## src/rtl/tbird_pkg.sv

```systemverilog
// Thunderbird tail-light sequencer: shared state encoding and lamp masks.
// Lamp vectors are packed {la, lb, lc, ra, rb, rc}.
package tbird_pkg;

    typedef enum logic [2:0] {
        IDLE = 3'd0,
        L1   = 3'd1,
        L2   = 3'd2,
        L3   = 3'd3,
        R1   = 3'd4,
        R2   = 3'd5,
        R3   = 3'd6,
        LR3  = 3'd7
    } state_t;

    localparam int STEP_DIV_MIN = 1;
    localparam int STEP_DIV_MAX = 16;

    localparam logic [5:0] LAMP_IDLE = 6'b000_000;
    localparam logic [5:0] LAMP_L1   = 6'b100_000;
    localparam logic [5:0] LAMP_L2   = 6'b110_000;
    localparam logic [5:0] LAMP_L3   = 6'b111_000;
    localparam logic [5:0] LAMP_R1   = 6'b000_100;
    localparam logic [5:0] LAMP_R2   = 6'b000_110;
    localparam logic [5:0] LAMP_R3   = 6'b000_111;
    localparam logic [5:0] LAMP_LR3  = 6'b111_111;

    localparam logic [5:0] BRAKE_ALL   = 6'b111_111;
    localparam logic [5:0] BRAKE_LEFT  = 6'b111_000;
    localparam logic [5:0] BRAKE_RIGHT = 6'b000_111;

    function automatic logic [5:0] lamp_mask(input state_t s);
        logic [5:0] m;
        case (s)
            L1:      m = LAMP_L1;
            L2:      m = LAMP_L2;
            L3:      m = LAMP_L3;
            R1:      m = LAMP_R1;
            R2:      m = LAMP_R2;
            R3:      m = LAMP_R3;
            LR3:     m = LAMP_LR3;
            default: m = LAMP_IDLE;
        endcase
        return m;
    endfunction

    // Braking lights whichever side is not busy signalling a turn.
    function automatic logic [5:0] brake_mask(input state_t s);
        logic [5:0] m;
        case (s)
            IDLE:         m = BRAKE_ALL;
            L1, L2, L3:   m = BRAKE_RIGHT;
            R1, R2, R3:   m = BRAKE_LEFT;
            default:      m = 6'b000_000;
        endcase
        return m;
    endfunction

endpackage

```

## src/rtl/tbird_fsm.sv

```systemverilog
// Thunderbird tail-light Moore FSM, stepping once every STEP_DIV clk_en pulses.
// Optional brake input enabled by defining TBIRD_BRAKE_EN.
module tbird_fsm
    import tbird_pkg::*;
#(
    parameter int STEP_DIV = 1
) (
    input  logic clk,
    input  logic rst,
    input  logic clk_en,
    input  logic left,
    input  logic right,
    input  logic hazard,
`ifdef TBIRD_BRAKE_EN
    input  logic brake,
`endif
    output logic la,
    output logic lb,
    output logic lc,
    output logic ra,
    output logic rb,
    output logic rc
);

    localparam int CW = $clog2(STEP_DIV + 1);
    localparam logic [CW-1:0] LAST = CW'(STEP_DIV - 1);

    if (STEP_DIV < STEP_DIV_MIN || STEP_DIV > STEP_DIV_MAX) begin : g_bad_div
        $error("tbird_fsm: STEP_DIV out of range");
    end

    state_t        state_q, state_d;
    logic [CW-1:0] cnt_q, cnt_d;
    logic [5:0]    lamps_q, lamps_d;
    logic          step;

`ifdef TBIRD_BRAKE_EN
    logic brake_q;
`endif

    always_comb begin
        step  = 1'b0;
        cnt_d = cnt_q;
        if (clk_en) begin
            if (cnt_q == LAST) begin
                step  = 1'b1;
                cnt_d = '0;
            end else begin
                cnt_d = cnt_q + CW'(1);
            end
        end
    end

    always_comb begin
        state_d = state_q;
        case (state_q)
            IDLE: if (step) begin
                if (hazard || (left && right)) state_d = LR3;
                else if (left)                 state_d = L1;
                else if (right)                state_d = R1;
            end
            L1:  if (step) state_d = hazard ? LR3 : L2;
            L2:  if (step) state_d = hazard ? LR3 : L3;
            L3:  if (step) state_d = hazard ? LR3 : IDLE;
            R1:  if (step) state_d = hazard ? LR3 : R2;
            R2:  if (step) state_d = hazard ? LR3 : R3;
            R3:  if (step) state_d = hazard ? LR3 : IDLE;
            LR3: if (step) state_d = IDLE;
            default: state_d = IDLE;
        endcase
    end

    // Lamps are registered alongside the state so they move on the same edge.
    always_comb begin
        lamps_d = lamp_mask(state_d);
`ifdef TBIRD_BRAKE_EN
        if (brake) lamps_d = lamps_d | brake_mask(state_d);
`endif
    end

    always_ff @(posedge clk or negedge rst) begin
        if (!rst) begin
            state_q <= IDLE;
            cnt_q   <= '0;
            lamps_q <= '0;
`ifdef TBIRD_BRAKE_EN
            brake_q <= 1'b0;
`endif
        end else begin
            state_q <= state_d;
            cnt_q   <= cnt_d;
            lamps_q <= lamps_d;
`ifdef TBIRD_BRAKE_EN
            brake_q <= brake;
`endif
        end
    end

    assign {la, lb, lc, ra, rb, rc} = lamps_q;

endmodule
```

## config.mk

```make
export PLATFORM = sky130hd
export DESIGN_NAME = tbird_fsm
export DESIGN_NICKNAME = d
export VERILOG_FILES = /design/src/rtl/tbird_pkg.sv /design/src/rtl/tbird_fsm.sv
export SDC_FILE = /design/constraint.sdc
export NUM_CORES = 1
export LEC_CHECK = 0
export CAP_MARGIN = 10
export CORE_AREA = 3 3 40 42
export CTS_BUF_LIST = sky130_fd_sc_hd__clkbuf_8
export DETAILED_ROUTE_END_ITERATION = 7
export DIE_AREA = 0 0 43 45
export GPL_TIMING_DRIVEN = 1
export PLACE_DENSITY = 0.6
export SLEW_MARGIN = 20
export SYNTH_ARGS = -nofsm -noshare
export SYNTH_HDL_FRONTEND = slang
export SYNTH_SLANG_ARGS = --single-unit
```

## constraint.sdc

```tcl
create_clock -name clk -period 2.13 [get_ports clk]
set_input_delay 0.426 -clock clk [delete_from_list [all_inputs] [get_ports clk]]
set_output_delay 0.426 -clock clk [all_outputs]
set_load 0.02 [all_outputs]
```

* Word-level counts from Yosys, hierarchy flattened *
Index checks and enable logic that the tools add are counted.

storage, ports and cells
  bits in read-only memories = 0
  output and inout bits = 6
  RAM bits = 0
  word-level logic and storage cells = 42
  memories = 0
  register bits = 10
  bits of input ports = 6
  latch bits = 0

cells by class
  divide/modulo/power cells = 0
  bitwise logic cells = 0
  shifts and indexed selects = 0
  muxes and demuxes = 20
  $mul = 0
  reduce and logical (&&, ||, !) cells = 4
  eq/ne operators = 14
  add/subtract/negate cells = 1
  $lt $le $gt $ge = 0

operators by type and width
  kind                                                 number
  case mux 6 bit (7 select lines)                      1
  two-way mux 3 bit                                    13
  equality test 3 bit, second input constant           8
  case mux 3 bit (7 select lines)                      1
  equality test 3 x 2 -> 1 bit, second input constant  4
  equality test 3 x 1 -> 1 bit, second input constant  2
  two-way mux 1 bit                                    4
  logical NOT 3 bit                                    1
  two-way mux 2 bit                                    1
  OR reduction 2 bit                                   1
  adder 1 bit, second input constant                   1
  logical AND 1 bit                                    1
  logical OR 1 bit                                     1

* Logic depth before layout (Yosys ltp) *
  word-level depth = 7
  mapped depth = 6
  gate-level depth less buffers = 5

* Least setup slack after synthesis *
OpenSTA, ideal clock, no wires.

  path type = register to register
  start = register state_q[1]
  end = register lamps_q[5]
  setup slack = 692 ps
  required time = 1,998 ps
  period minus slack after synthesis = 1,438 ps
  stages on the path, launching flop included = 7
  library setup time = 132 ps
  path buffers = 1
  arrival time = 1,306 ps
  cell sequence = dfrtp_1 -> buf_2 -> or3_1 -> a21oi_1 -> nor3b_1 -> a21oi_2 -> o22ai_1

on the way
  word-level cells in the longest chain between the ends = 7
  elaborated cells on any way between the ends = 28
  those cells by class = 14 x eq/ne; 12 x mux; 2 x reduce/logical

RTL lines
  item                                               RTL line         source
  start: declaration                                 tbird_fsm.sv:32  state_t state_q, state_d;
  start signal: assignment                           tbird_fsm.sv:90  state_q <= state_d;
  two-way mux 3 bit                                  tbird_fsm.sv:60  else if (right) state_d = R1;
  two-way mux 3 bit                                  tbird_fsm.sv:59  else if (left) state_d = L1;
  two-way mux 3 bit                                  tbird_fsm.sv:58  if (hazard || (left && right)) state_d = LR3;
  two-way mux 3 bit                                  tbird_fsm.sv:57  IDLE: if (step) begin
  case mux 3 bit (7 select lines) *                  tbird_fsm.sv:56  case (state_q)
  equality test 3 bit, or another cell as far along  tbird_pkg.sv:34  case (s)
  case mux 6 bit (7 select lines) *                  tbird_pkg.sv:34
  via lamps_d[5]                                     tbird_fsm.sv:34  logic [5:0] lamps_q, lamps_d;
  end signal: assignment                             tbird_fsm.sv:92  lamps_q <= lamps_d;
  end: declaration                                   tbird_fsm.sv:34

Mark *: on every way through the listed nets, which the timed path passes. The rest lies on a longest branch.
A chain may end at the register's enable or synchronous reset.

* Worst setup path in the final report *
  start = input port clk_en
  end = register lamps_q[1]

on the way
  word-level cells in the longest chain between the ends = 5
  elaborated cells on any way between the ends = 17
  those cells by class = 7 x eq/ne; 10 x mux

RTL lines
  item                                               RTL line         source
  start: declaration                                 tbird_fsm.sv:10  input logic clk_en,
  two-way mux 1 bit *                                tbird_fsm.sv:44  if (clk_en) begin
  two-way mux 3 bit, or another cell as far along    tbird_fsm.sv:68  LR3: if (step) state_d = IDLE;
  case mux 3 bit (7 select lines) *                  tbird_fsm.sv:56
  via state_d[2]                                     tbird_fsm.sv:32
  equality test 3 bit, or another cell as far along  tbird_pkg.sv:34
  case mux 6 bit (7 select lines) *                  tbird_pkg.sv:34
  via lamps_d[1]                                     tbird_fsm.sv:34

Marks and branches as above.

==> results.json <==
{
  "core_mm2": 0.00128,
  "worstSetupEndpointType": "flip-flop",
  "total_leakage_power_nw": 0.272,
  "slew_headroom_pct": 71.4,
  "period_share_pct": 83.3,
  "synthTopCellsByArea": "dfrtp_1 (46%), a21oi_1 (6.1%), nand2_1 (3.8%)",
  "status": "finished, final reports clean",
  "path_clk_slew_ns": 0.04,
  "min-delay-path-class": "in2async",
  "die_area_mm2": 0.00194,
  "yosysTopAreaCell": "dfrtp_1",
  "yosys-top-cells-count": "dfrtp_1 (9), a21oi_1 (6), nand2_1 (5), nor2_1 (4)",
  "clockBufferDepth": 2,
  "final.setup_skew_ns": 0.00314,
  "crit_path_max_fanout": 10,
  "dp_hpwl_um": 703,
  "place_area_um2": 593,
  "cp_cell_sequence": "clkdlybuf4s50_1, nand2_1, a21oi_1, o21ai_0, o21ai_0, a21boi_2",
  "io_buffers": 11,
  "min_period_ns": 1.78,
  "final_util_pct": 49.7,
  "route.detailed.drc": 0,
  "initial_core_util_pct": 38.2,
  "fmax_mhz": 563,
  "rows": 13,
  "synthFlopType": "dfrtp_1",
  "syn_area_per_cell_um2": 9.08,
  "yosysUniqueCellTypes": 24,
  "tns_ns": 0,
  "r2r_setup_slack_ns": 0.53,
  "arrival_ns": 1.87,
  "place.gp.congestion": 0.742,
  "synth_xor_area_share_pct": 0,
  "htree_levels": 1,
  "worst_path_most_repeated_cell": "o21ai_0",
  "io_pins": 12,
  "grtUsageTotal_pct": 10.9,
  "critPathLaunchType": "input port",
  "synth_edf_count": 0,
  "die_h_um": 45,
  "cpPeakStageDelay_ns": 0.56,
  "fill_cells": 141,
  "cts_tree": "built",
  "layout-area-overhead-vs-synth_pct": 30.1,
  "cp.buffers_inverters": 1,
  "syn_area_um2": 490,
  "via_per_inst": 5.05,
  "num_antenna_cells": 0,
  "ys_ff_latch": 9,
  "ant_nets": 0,
  "grt_pass1_wl_um": 1530,
  "synth-simple-area-share_pct": 21.7,
  "cts_buffers": 3,
  "yosys.area.top_type_share_pct": 45.9,
  "yosysWarnings": 0,
  "synthMuxAreaShare_pct": 0,
  "rsz0062_at_grt": "no",
  "reg2reg_from": "state_q[2]$_DFF_PN0_",
  "peakVddDrop_mv": 0.955,
  "hold_viol": 0,
  "overflow": 0,
  "synth_top_family_by_area": "compound AO/OA/AOI/OAI gates",
  "dr.pass1.iters": 2,
  "syn_inst": 54,
  "insertion_delay_ns": 0.23,
  "crit_slowest_cell": "clkdlybuf4s50_1",
  "powerDensity_mw_per_mm2": 1510,
  "slew_viol_final": 0,
  "async_reset_ff_share_pct": 100,
  "cts_hold_buf": 0,
  "yosysMostFrequentCell": "dfrtp_1",
  "die_w_um": 43,
  "synth_fa_ha_area_share_pct": 0,
  "cts_resized": 0,
  "synth_compound_area_share_pct": 25.5,
  "antenna_found_initial": 0,
  "routedWlPerCell_um": 11.5,
  "design_area_um2": 638,
  "routed_wl_um": 917,
  "fin_nets": 72,
  "max_cap_violations": 0,
  "cts_sinks": 9,
  "rr_endpoint": "lamps_q[1]$_DFF_PN0_",
  "required_ns": 2.23,
  "synth_seq_area_share_pct": 45.9,
  "setup_viol": 0,
  "cp_top_family": "compound AO/OA/AOI/OAI gates",
  "tightest_slew_ns": 0.426,
  "drive_gt1_share_pct": 9.23,
  "r2r_cells": 4,
  "num_vias": 404,
  "root_buffer": "clkbuf_8",
  "critPathKind": "in2reg",
  "drt_iter0_drc": 5,
  "syn-num-nets": 60,
  "cts_setup_buffers": 0,
  "grt_max_degree": 13,
  "grt_pass1_vias": 377
}
-- flip-flops by register name, summed over array words and instances, names as in the netlist --
signal,flops
lamps_q,6
state_q,3
-- how the worst max path moves through the flow --
stage | startpoint | to | cells past startpoint
final | clk_en | lamps_q[1]$_DFF_PN0_ | 6
after global routing | clk_en | lamps_q[1]$_DFF_PN0_ | 6
after CTS | clk_en | lamps_q[1]$_DFF_PN0_ | 6
after detailed placement | clk_en | lamps_q[1]$_DFF_PN0_ | 6
after global placement | clk_en | lamps_q[1]$_DFF_PN0_ | 6
after floorplan | state_q[1]$_DFF_PN0_ | lamps_q[5]$_DFF_PN0_ | 6
-- metrics by stage --
step	setup WS (ns)	hold slack (ns)	std cells	total power, mW
after CTS	0.354	0.499	80	0.975
final	0.355	0.490	80	0.961
after global routing	0.173	0.514	80	1.04
after global placement	0.146	0.736	76	0.779
after floorplan	0.692	0.130	54	0.643
after detailed placement	0.114	0.740	76	0.787
-- area by class of cell --
class | count | area, µm² | area share, %
clock buffers | 3 | 41.3 | 6.47
clock inverters | 1 | 3.75 | 0.588
inverters | 2 | 7.51 | 1.18
multi-input cells | 39 | 231 | 36.3
flip-flops and latches | 9 | 225 | 35.3
well taps | 15 | 18.8 | 2.94
repair buffers | 11 | 110 | 17.3
-- report_power, final --
group | internal (mW) | total [mW] | switching, mW
clock | 0.125 | 0.184 | 0.0589
combinational | 0.214 | 0.440 | 0.226
sequential | 0.254 | 0.337 | 0.0829
total | 0.593 | 0.961 | 0.368
-- cells by family after synthesis --
family,Yosys count
flip-flops,9
AND/OR/NAND/NOR,20
buffers and inverters,6
AO/OA/AOI/OAI,19
-- routing by layer --
metal / wire, µm / GRT usage, % / up-vias
li1: - / - / 209
met5: 0 / 0 / -
met1: 428 / 13.0 / 188
met4: 0 / 1.81 / 0
met2: 456 / 16.8 / 7
met3: 32 / 7.17 / 0
-- cell usage in the layout (no fill, tap or decap), types with 2 or more instances in the layout --
cell type and instances:
nand2_1 5, or3_1 2, nand2b_1 3, nor2b_1 2, clkbuf_8 3, o21ai_0 3
nor2_1 4, a21oi_1 6, a21o_1 2, clkdlybuf4s50_1 11, inv_1 3, dfrtp_1 9
No activity file was read; power rests on OpenSTA's default activity.
==> RTL change 1, RTL diff (same flow settings) <==
Register the inputs `left`, `right` and `hazard` before use, with the module's reset. The logic sees them one clock later.
--- a/src/rtl/tbird_fsm.sv
+++ b/src/rtl/tbird_fsm.sv
@@ -24,6 +24,22 @@
 
     localparam int CW = $clog2(STEP_DIV + 1);
     localparam logic [CW-1:0] LAST = CW'(STEP_DIV - 1);
+
+    logic left_q;
+    logic right_q;
+    logic hazard_q;
+
+    always_ff @(posedge clk or negedge rst) begin
+        if (!rst) begin
+            left_q   <= '0;
+            right_q  <= '0;
+            hazard_q <= '0;
+        end else begin
+            left_q   <= left;
+            right_q  <= right;
+            hazard_q <= hazard;
+        end
+    end
 
     if (STEP_DIV < STEP_DIV_MIN || STEP_DIV > STEP_DIV_MAX) begin : g_bad_div
         $error("tbird_fsm: STEP_DIV out of range");
@@ -55,16 +71,16 @@
         state_d = state_q;
         case (state_q)
             IDLE: if (step) begin
-                if (hazard || (left && right)) state_d = LR3;
-                else if (left)                 state_d = L1;
-                else if (right)                state_d = R1;
+                if (hazard_q || (left_q && right_q)) state_d = LR3;
+                else if (left_q)                 state_d = L1;
+                else if (right_q)                state_d = R1;
             end
-            L1:  if (step) state_d = hazard ? LR3 : L2;
-            L2:  if (step) state_d = hazard ? LR3 : L3;
-            L3:  if (step) state_d = hazard ? LR3 : IDLE;
-            R1:  if (step) state_d = hazard ? LR3 : R2;
-            R2:  if (step) state_d = hazard ? LR3 : R3;
-            R3:  if (step) state_d = hazard ? LR3 : IDLE;
+            L1:  if (step) state_d = hazard_q ? LR3 : L2;
+            L2:  if (step) state_d = hazard_q ? LR3 : L3;
+            L3:  if (step) state_d = hazard_q ? LR3 : IDLE;
+            R1:  if (step) state_d = hazard_q ? LR3 : R2;
+            R2:  if (step) state_d = hazard_q ? LR3 : R3;
+            R3:  if (step) state_d = hazard_q ? LR3 : IDLE;
             LR3: if (step) state_d = IDLE;
             default: state_d = IDLE;
         endcase
Function: changed (a bounded check fails within 4 cycles, from zero or initial values and one cycle with rst low).
==> RTL change 1 against the original RTL <==
  * Power rose by 11%
  * Sequential cell count grew 3
  * Wire length is 15% higher
  * Utilization rose by 6.9 points
  * First-iteration DRC count up 140%
  * Clock skew fell by 2.3 ps
  * Setup slack better by 46 ps
  * Synthesized area up 19%
  * Largest cell class is now flip-flops and latches
  * Combinational power increased by 2%
  * Final area is 14% higher
  * Non-clock buffer count did not move
==> RTL change 1: results (changes against the original RTL) <==
metric;value;unit;change
synth top area cells;dfrtp_1 51%, nand2b_1 5.3%, a21oi_1 5.1%, nand2_1 3.8%, nor2_1 3.2%;;
Layout Skew;0.882;ps;-2.26 ps
Worst-Skew Late Latency;230;ps;about the same
Root Driver;clkbuf_8;;
P_leak;0.309;nW;+13%
Rel. slew slack;65.3;%;-6.1 points
Final Wtd Congestion;0.764;;+3.0%
share of cells above drive strength 1;10.3;%;+1.1 points
total global-route track usage;11.6;%;+0.72 points
number of CTS-inserted buffers;3;;unchanged
H-tree levels;1;;unchanged
total grt overflow;0;;unchanged
WP data arrival;1890;ps;+20 ps
Post-CTS Hold Buffers;0;;unchanged
first-pass GRT wire length;1590;microns;+3.7%
Hold Violations, Final;0;;unchanged
pin count of the biggest net entering global routing;13;;unchanged
VDD IR max;748;uV;-22%
ANT cells;0;;unchanged
Routed Antenna Nets;0;;unchanged
Post-Route WL;1050;microns;+15%
Worst setup SP type;input pin;;
1st-iter DRT viols;12;;+7
I/O Buffers;11;;unchanged
post-CTS resize count;0;;unchanged
Synth async-reset ratio;100;%;unchanged
setup bufs post-CTS;0;;unchanged
TritonRoute pass-1 iters;4;;+2
Hold Path Class;input pin to async pin;;
Nets;76;;+5.6%
Filler Cell Count;115;;-18%
Post-Syn Nets;64;;+6.7%
hpwl dp;753;microns;+7.2%
Max Fanout on Critical Path;11;;+1
Yosys warnings;0;;unchanged
Clock Path Buffers;2;;unchanged
Seq/Total Area, Yosys;51.3;%;+5.4 points
status;finished clean;;
clk slew on worst S/H paths;50;ps;
initial antenna violation count;0;;unchanged
Max-cap violations;0;;unchanged
vias in the first global route;347;;-8.0%
Top Registers;lamps_q: 6 flops, state_q: 3 flops;;
most common flop cell mapped by yosys;dfrtp_1;;
Vias/cell;5.18;;+2.6%
Post-synth top cells;12 x dfrtp_1, 6 x a21oi_1, 6 x nand2_1, 5 x nand2b_1, 5 x nor2_1;;
## RTL change 1: logic make-up (layout without fill, tap and decap cells)
logic type | count (synthesis) | count (layout) | share of synthesized area, %
simple gates | 24 | 24 | 21.6
flops | 12 | 12 | 51.3
buf+inv | 6 | 16 | 6.20
compound gates | 16 | 16 | 20.9
## RTL change 1: cell type report
type                    count  area share (%)
clock buffers               3            5.68
inverters                   2            1.03
multi-input cells          40            34.3
flip-flops and latches     12            41.3
well taps                  15            2.58
repair buffers             11            15.1
## RTL change 1: per-layer routing
metal	vias up	routed length [microns]	track usage, %
li1	220	-	-
met1	201	520	15.4
met2	7	478	16.5
met3	2	26	2.39
met4	0	25	9.04
met5	-	0	0
## RTL change 1: through the flow
step	setup slack, ps	cell area (sq um)	instances	hold slack [ps]	power, mW
after detailed placement	174	686	80	730	0.871
after floorplan	823	586	58	130	0.734
final	401	727	83	538	1.06
after global placement	217	686	80	738	0.873
after global routing	277	727	83	571	1.14
after CTS	414	727	83	558	1.07
## RTL change 1: power breakdown
part / internal, mW / switching [mW] / total, mW
registers: 0.314 / 0.103 / 0.417
logic: 0.217 / 0.233 / 0.450
clock network: 0.124 / 0.0725 / 0.196
## RTL change 1: worst max-delay path, cell delays in order
cell and delay (ps):
clkdlybuf4s50_1 690, nand2_1 150, a211oi_1 240, a21oi_1 90, nand2b_1 140, a21boi_2 150
## RTL change 1: path summary, 6_finish.rpt
check                      startpoint    endpoint  slack [ps]  depth (start not counted)
max                            clk_en  lamps_q[1]         400                          6
min                               rst    hazard_q         540                          1
max reg2reg                state_q[1]  lamps_q[5]         550                          5
min reg2reg                   right_q  lamps_q[5]         740                          3
max in group asynchronous         rst  lamps_q[3]        1250                          1
min in group clk                 left      left_q         630                          1
==> RTL change 2, RTL diff (same settings) <==
Made on the original files. Encoding of `state_t`: now Gray code (3 bits for 8 states).
--- a/src/rtl/tbird_pkg.sv
+++ b/src/rtl/tbird_pkg.sv
@@ -3,14 +3,14 @@
 package tbird_pkg;
 
     typedef enum logic [2:0] {
-        IDLE = 3'd0,
-        L1   = 3'd1,
-        L2   = 3'd2,
-        L3   = 3'd3,
-        R1   = 3'd4,
-        R2   = 3'd5,
-        R3   = 3'd6,
-        LR3  = 3'd7
+        IDLE = 3'b000,
+        L1   = 3'b001,
+        L2   = 3'b011,
+        L3   = 3'b010,
+        R1   = 3'b110,
+        R2   = 3'b111,
+        R3   = 3'b101,
+        LR3  = 3'b100
     } state_t;
 
     localparam int STEP_DIV_MIN = 1;
Check against the original RTL: no difference found for any inputs over 10 cycles, from zero or initial values and one cycle with rst low; not proved beyond that.
==> RTL change 2 against the original RTL <==
  * Sequential cell count down 1
  * Wire length down 22%
  * Power down 26%
  * Synthesized area down 19%
  * Final area down 9.8%
  * First-iteration DRC count down 100%
  * Die area unchanged
  * Setup slack worse by 21 ps
  * Largest cell class is now flip-flops and latches
  * Largest power group unchanged
==> RTL change 2: results (changes against the original RTL) <==
metric;value;unit;change
kind of critical path;register to output pin;;
synth top area cells;dfrtp_1 50%, o2bb2ai_4 6.9%, nor2b_1 4.7%, o41ai_2 4.1%, a211oi_1 3.8%;;
Final Wtd Congestion;0.701;;-5.5%
R2R setup slack;650;ps;+120 ps
met2 wire length;332;microns;-27%
Seq/Total Area, Yosys;50.3;%;+4.4 points
1st-iter DRT viols;0;;-5
Reg-to-Reg Start;lamps_q[2];;
Critical Path End;ra;;
WL/cell;11.2;microns;-2.1%
Layout Skew;2.11;ps;-1.03 ps
share of cells above drive strength 1;16.3;%;+7.1 points
Post-Synthesis Mean Instance Area;11.7;sq um;+29%
met1 usage in global routing;10.6;%;-2.4 points
Post-synth top cells;8 x dfrtp_1, 3 x nor2_1, 3 x nor2b_1;;
clk pwr;0.179;mW;-3%
met3 routed WL;51;microns;+59%
status;finished clean;;
Rel. slew slack;74.7;%;+3.3 points
met2 global-route usage;12.6;%;-4.2 points
pin count of the biggest net entering global routing;9;;-4
hpwl dp;538;microns;-23%
final hold slack;469;ps;-20.6 ps
vias in the first global route;272;;-28%
WL met1;320;microns;-25%
Vias/cell;4.86;;-3.8%
Comb power;0.289;mW;-34%
slowest stage delay, CP;660;ps;+100 ps
total global-route track usage;9.38;%;-1.5 points
VDD IR max;545;uV;-43%
Max Fanout on Critical Path;7;;-3
Nets;57;;-21%
first-pass GRT wire length;1220;microns;-20%
count of cell types in the netlist;19;;-21%
Highest Signal Layer;met4;;
Filler Cell Count;120;;-15%
Top Registers;lamps_q: 6 flops, state_q: 2 flops;;
==> RTL change 2: changes by cell type after synthesis, moves of 2 or more <==
cell      unedited run  this run
a211oi_1             0         2
a21o_1               2         0
a21oi_1              6         1
buf_2                3         0
nand2_1              5         0
nand2b_1             3         1
o21ai_0              3         1
or3_1                2         0
==> RTL change 2: cell type report <==
class	instances	area share, %
Tap cell	15	3.26
Timing Repair Buffer	12	20.4
Clock buffer	3	7.17
Inverter	2	1.30
Multi-Input combinational cell	24	33.0
Sequential cell	8	34.8
==> RTL change 2: through the flow <==
step	worst slack [ps]	utilization, %	area [sq um]
global route	281	44.8	576
global placement	185	41.6	534
floorplan	634	-	398
detailed placement	199	41.6	534
CTS	329	44.8	576
finish	334	44.8	576
==> RTL change 2: worst reg2reg max path, stage by stage (launching register included) <==
cell and delay [ps]:
dfrtp_1 460, or3_4 430, o2bb2ai_4 200, nor2b_1 80, or2_1 200
